## config.mk

```make
export PLATFORM = sky130hd
export DESIGN_NAME = pipelined_cla_adder
export DESIGN_NICKNAME = d
export VERILOG_FILES = /design/src/rtl/cla_pkg.sv /design/src/rtl/cla_slice.sv /design/src/rtl/pipelined_cla_adder.sv
export SDC_FILE = /design/constraint.sdc
export NUM_CORES = 1
export LEC_CHECK = 0
export CAP_MARGIN = 20
export CORE_MARGIN = 5
export CORE_UTILIZATION = 45
export CTS_CLUSTER_DIAMETER = 80
export DETAILED_ROUTE_END_ITERATION = 6
export PLACE_DENSITY = 0.72
export SLEW_MARGIN = 25
export SYNTH_ARGS = -nofsm -noshare
export SYNTH_HDL_FRONTEND = slang
export SYNTH_SLANG_ARGS = --single-unit
```

## constraint.sdc

```tcl
create_clock -name clock -period 10.9 [get_ports clock]
set_clock_uncertainty 0.15 [all_clocks]
set_input_delay 2.18 -clock clock [delete_from_list [all_inputs] [get_ports clock]]
set_output_delay 2.18 -clock clock [all_outputs]
set_load 0.1 [all_outputs]
```

## src/rtl/cla_pkg.sv

```systemverilog
// Shared FSM state type and operation encodings for the pipelined CLA adder.
package cla_pkg;

    typedef enum logic [1:0] {
        IDLE,
        BUSY,
        DONE
    } state_t;

    localparam logic OP_ADD = 1'b0;
    localparam logic OP_SUB = 1'b1;

endpackage

```

## src/rtl/cla_slice.sv

```systemverilog
// Combinational BLOCK-bit carry-lookahead slice with group generate/propagate.
module cla_slice #(
    parameter int BLOCK = 8
) (
    input  logic [BLOCK-1:0] a,
    input  logic [BLOCK-1:0] b,
    input  logic             cin,
    output logic [BLOCK-1:0] sum,
    output logic             cout,
    output logic             G,
    output logic             P
);

    logic [BLOCK-1:0] g;
    logic [BLOCK-1:0] p;
    logic [BLOCK:0]   c;

    always_comb begin
        g    = a & b;
        p    = a ^ b;
        c    = '0;
        c[0] = cin;
        G    = 1'b0;
        for (int unsigned i = 0; i < BLOCK; i++) begin
            c[i+1] = g[i] | (p[i] & c[i]);
            G      = g[i] | (p[i] & G);
        end
        P    = &p;
        sum  = p ^ c[BLOCK-1:0];
        cout = c[BLOCK];
    end

endmodule

```

## src/rtl/pipelined_cla_adder.sv

```systemverilog
// Multi-cycle adder/subtractor: one BLOCK-bit lookahead slice per cycle.
// Define CLA_OVERFLOW_DETECT_EN to drive the signed overflow flag; otherwise it is tied to 0.
module pipelined_cla_adder
    import cla_pkg::*;
#(
    parameter int WIDTH = 32,
    parameter int BLOCK = 8
) (
    input  logic             clock,
    input  logic             reset,
    input  logic             in_valid,
    output logic             in_ready,
    input  logic             op,
    input  logic [WIDTH-1:0] data_operandA,
    input  logic [WIDTH-1:0] data_operandB,
    output logic             out_valid,
    input  logic             out_ready,
    output logic [WIDTH-1:0] data_result,
    output logic             carry_out,
    output logic             overflow
);

    localparam int NBLK  = (BLOCK >= 1) ? WIDTH / BLOCK : 1;
    localparam int IDX_W = (NBLK > 1) ? $clog2(NBLK) : 1;

    if (BLOCK < 1 || (WIDTH % BLOCK) != 0) begin : g_bad_params
        $error("pipelined_cla_adder: WIDTH must be a positive multiple of BLOCK");
    end

    state_t             state_q, state_d;
    logic [WIDTH-1:0]   a_q, b_q, result_q;
    logic               carry_q, cout_q;
    logic [IDX_W-1:0]   idx_q;
    logic [BLOCK-1:0]   slice_sum;
    logic               slice_cout, slice_g, slice_p;
    logic               accept, last_slice;

    assign in_ready    = (state_q == IDLE);
    assign out_valid   = (state_q == DONE);
    assign accept      = in_valid && in_ready;
    assign last_slice  = (idx_q == IDX_W'(NBLK - 1));
    assign data_result = result_q;
    assign carry_out   = cout_q;

    cla_slice #(.BLOCK(BLOCK)) u_slice (
        .a    (a_q[idx_q*BLOCK +: BLOCK]),
        .b    (b_q[idx_q*BLOCK +: BLOCK]),
        .cin  (carry_q),
        .sum  (slice_sum),
        .cout (slice_cout),
        .G    (slice_g),
        .P    (slice_p)
    );

    always_ff @(posedge clock or posedge reset) begin
        if (reset) state_q <= IDLE;
        else       state_q <= state_d;
    end

    always_comb begin
        state_d = state_q;
        case (state_q)
            IDLE:    if (in_valid)   state_d = BUSY;
            BUSY:    if (last_slice) state_d = DONE;
            DONE:    if (out_ready)  state_d = IDLE;
            default:                 state_d = IDLE;
        endcase
    end

    // Inter-slice carry rides the group G/P terms; the final flag takes the slice's own carry out.
    always_ff @(posedge clock or posedge reset) begin
        if (reset) begin
            a_q      <= '0;
            b_q      <= '0;
            result_q <= '0;
            carry_q  <= 1'b0;
            cout_q   <= 1'b0;
            idx_q    <= '0;
        end else if (accept) begin
            a_q     <= data_operandA;
            b_q     <= (op == OP_SUB) ? ~data_operandB : data_operandB;
            carry_q <= (op == OP_SUB);
            idx_q   <= '0;
        end else if (state_q == BUSY) begin
            result_q[idx_q*BLOCK +: BLOCK] <= slice_sum;
            carry_q <= slice_g | (slice_p & carry_q);
            idx_q   <= last_slice ? '0 : idx_q + 1'b1;
            if (last_slice) cout_q <= slice_cout;
        end
    end

`ifdef CLA_OVERFLOW_DETECT_EN
    logic ovf_q;

    always_ff @(posedge clock or posedge reset) begin
        if (reset) begin
            ovf_q <= 1'b0;
        end else if (state_q == BUSY && last_slice) begin
            ovf_q <= (a_q[WIDTH-1] == b_q[WIDTH-1]) && (slice_sum[BLOCK-1] != a_q[WIDTH-1]);
        end
    end

    assign overflow = ovf_q;
`else
    assign overflow = 1'b0;
`endif

endmodule

```

==> qor.csv <==
metric;value;unit
cells after synthesis;410;
Synth async-reset ratio;1.000;
initial antenna violation count;0;
# clock sinks;102;
crit-path cells;buf_4 > mux4_2 > fa_1 > inv_1 > fa_1 > fa_1 > fa_1 > fa_1 > fa_1 > fa_1 > inv_1 > fa_1 > inv_1 > o21ai_0;
vias per cell;5.118;
startpoint class of the critical path;flop;
hold-fix buffers at CTS;0;
Die Area;13560;um2
Synth top cells by count;102 x dfrtp_1, 40 x nand2_1, 33 x o21ai_0;
CTS tree;built;
combinational share of power;0.586;
post-synth cell types;34;
family with the most delay on the worst path;adder cells;
layout net count;598;
top cell type's share of synthesized area;0.5005;
crit path DAT;4.67;ns
CP bufs+invs;4;
Final Hold Viols;0;
crit path max-delay cell type;fa_1;
P_int;1.246;mW
fin. max-slew vios;0;
clk_lat worst skew;0.35;ns
max incr delay on CP;0.45;ns
Die Ht;116.5;um
CP max FO;20;
largest net degree at the start of global routing;71;
worst slew pin tran;0.9835;ns
syn avg cell area;12.44;um2
Std-Cell Rows;38;
htree depth;3;
Hold Path Depth;2;
setup bufs post-CTS;0;
sw power;1.075;mW
routed via count;3337;
antenna cells;0;
routability cong.;0.8621;
core area;10980;um2
Reg clk slew, reported paths;0.07;ns
r2r setup slk;6.30;ns
reg2reg end;data_result[15]$_DFFE_PP0P_;
final cycle utilization of the critical path;0.4222;
minimum clock period;4.602;ns
All-Layer GR Usage;0.1676;
synthesized area;5100;um2
Sw Share;0.4631;
Synth area leader;dfrtp_1;
CTS Buf Count;9;
max cap viols;0;
IO Port Bufs;103;
Crit Path Category;flop to flop;
Synth Register Bits;102;
kind of end point of the critical path;flop;
antenna-violating nets left;0;
DRC viols;0;
Finished Core Util;0.5869;
# setup viols final;0;
Worst Hold Path EP;data_result[12]$_DFFE_PP0P_;
worst ir drop on vdd;0.2498;mV
Starting Density;0.4643;
final wirelength;10680;um
top-count cell post-synth;dfrtp_1;
area grow syn2layout;26.40;%
DRT iter0 DRCs;149;
relative slew slack;0.3423;
Remaining Overflow, GRT;0;
share of total power in the clock network;0.134;
final setup TNS;0;ns
Die Wd;116.5;um
First-pass DRT Iterations;4;
Seq/Total Area, Yosys;0.5005;
Reg-to-Reg Start;idx_q[1]$_DFFE_PP0P_;
drt wl/cell;16.37;um
Synth area leaders;dfrtp_1 50%, mux2_4 9.4%, mux4_2 7.1%;
RSZ-0062 raised after global routing;false;
net count after synthesis;501;
first-pass GRT wire length;17760;um
vias in the first global route;3552;
cells resized by post-CTS repair;0;
hpwl dp;8039;um
power density cells;360.0;nW/um2
reg2reg path depth;14;
CTS max path bufs;2;
outcome;finished clean;
sequential power share;0.280;
Root Driver;clkbuf_16;
layout cells sized above 1;0.1758;
worst min path class;flop to flop;
Synth Flop Type;dfrtp_1;
hold wc startpoint;data_result[12]$_DFFE_PP0P_;
Top cell by count, worst path;fa_1;
Req. time, crit path;10.97;ns
I/O pins;105;
number of synthesized flops with an enable pin;0;
maximum clock frequency;0.2173;GHz
Pleak;2.724;nW
synth warn;0;
-- logic make-up (layout without fill, tap and decap cells) --
kind of cell / after synthesis / count (layout) / share of synthesized area
other: 1 / 1 / 0.0007353
DFF: 102 / 102 / 0.5005
AOI/OAI and AO/OA: 76 / 76 / 0.08391
and+or+nand+nor: 86 / 86 / 0.07655
adders and majority gates: 22 / 22 / 0.06575
muxes: 49 / 49 / 0.1671
buffers and inverters: 42 / 144 / 0.05054
xor gates and xnor gates: 32 / 32 / 0.05496
-- worst min-delay path, cell delays in order (launching register included) --
cell and delay, ns:
dfrtp_1 0.34, nand2_1 0.05, o21ai_0 0.06
-- cell type report --
cell class / instances / area, um2
Multi-Input combinational cell: 266 / 2290
Timing Repair Buffer: 107 / 1056
Inverter: 21 / 81.33
Clock buffer: 11 / 252.7
Sequential cell: 102 / 2552
Tap cell: 140 / 175.2
Fill cell: 891 / 4537
Clock inverter: 5 / 38.79
-- metal layers --
layer / global-route usage / vias up / wire length, um
li1: - / 1584 / -
met1: 0.2317 / 1648 / 4772
met3: 0.03212 / 10 / 637
met5: 0 / - / 0
met4: 0.04640 / 0 / 131
met2: 0.2727 / 95 / 5135
-- flip-flops by register name, indices dropped and copies added (netlist names) --
| name | flops |
|---|---|
| a_q | 32 |
| b_q | 32 |
| carry_out | 1 |
| carry_q | 1 |
| data_result | 32 |
| idx_q | 2 |
| state_q | 2 |
-- through the flow --
step / cell area (um2) / hold slack [ns] / std cells / setup slack (ns) / total power, mW
2_1_floorplan: 5100 / 0.3264 / 410 / 5.895 / 1.678
3_3_place_gp: 6155 / 0.3112 / 636 / 6.369 / 1.967
3_5_place_dp: 6155 / 0.3210 / 636 / 6.298 / 2.016
4_1_cts: 6446 / 0.3371 / 652 / 6.287 / 2.332
5_1_grt: 6446 / 0.3647 / 652 / 6.067 / 2.482
6_report: 6446 / 0.3342 / 652 / 6.298 / 2.321
-- power groups by stage --
stage	clock network, mW	logic [mW]	registers, mW
2_1_floorplan	0	0.763	0.915
3_3_place_gp	0	1.32	0.650
3_5_place_dp	0	1.36	0.654
4_1_cts	0.314	1.37	0.651
5_1_grt	0.329	1.48	0.673
6_report	0.311	1.36	0.651
-- worst max-delay path by stage --
stage                    startpoint                           to  slack [ns]  cells after the start
3_5_place_dp   idx_q[1]$_DFFE_PP0P_  data_result[15]$_DFFE_PP0P_        6.30                     14
5_1_grt        idx_q[1]$_DFFE_PP0P_  data_result[15]$_DFFE_PP0P_        6.07                     14
6_report       idx_q[1]$_DFFE_PP0P_  data_result[15]$_DFFE_PP0P_        6.30                     14
2_1_floorplan                 reset           a_q[0]$_DFFE_PP0P_        5.89                      1
4_1_cts        idx_q[1]$_DFFE_PP0P_  data_result[23]$_DFFE_PP0P_        6.29                     14
3_3_place_gp   idx_q[1]$_DFFE_PP0P_   data_result[7]$_DFFE_PP0P_        6.37                     14
-- cell usage in the layout (no fill, tap or decap), types with 9 or more instances in the layout --
| master | instances |
|---|---|
| a21oi_1 | 29 |
| clkbuf_16 | 9 |
| clkdlybuf4s50_1 | 102 |
| dfrtp_1 | 102 |
| ha_1 | 14 |
| inv_1 | 20 |
| mux2_4 | 32 |
| mux4_2 | 16 |
| nand2_1 | 40 |
| nor2_1 | 25 |
| nor2_2 | 9 |
| o21ai_0 | 33 |
| xnor2_1 | 32 |
Note: power is estimated with default switching activity, not from simulation.
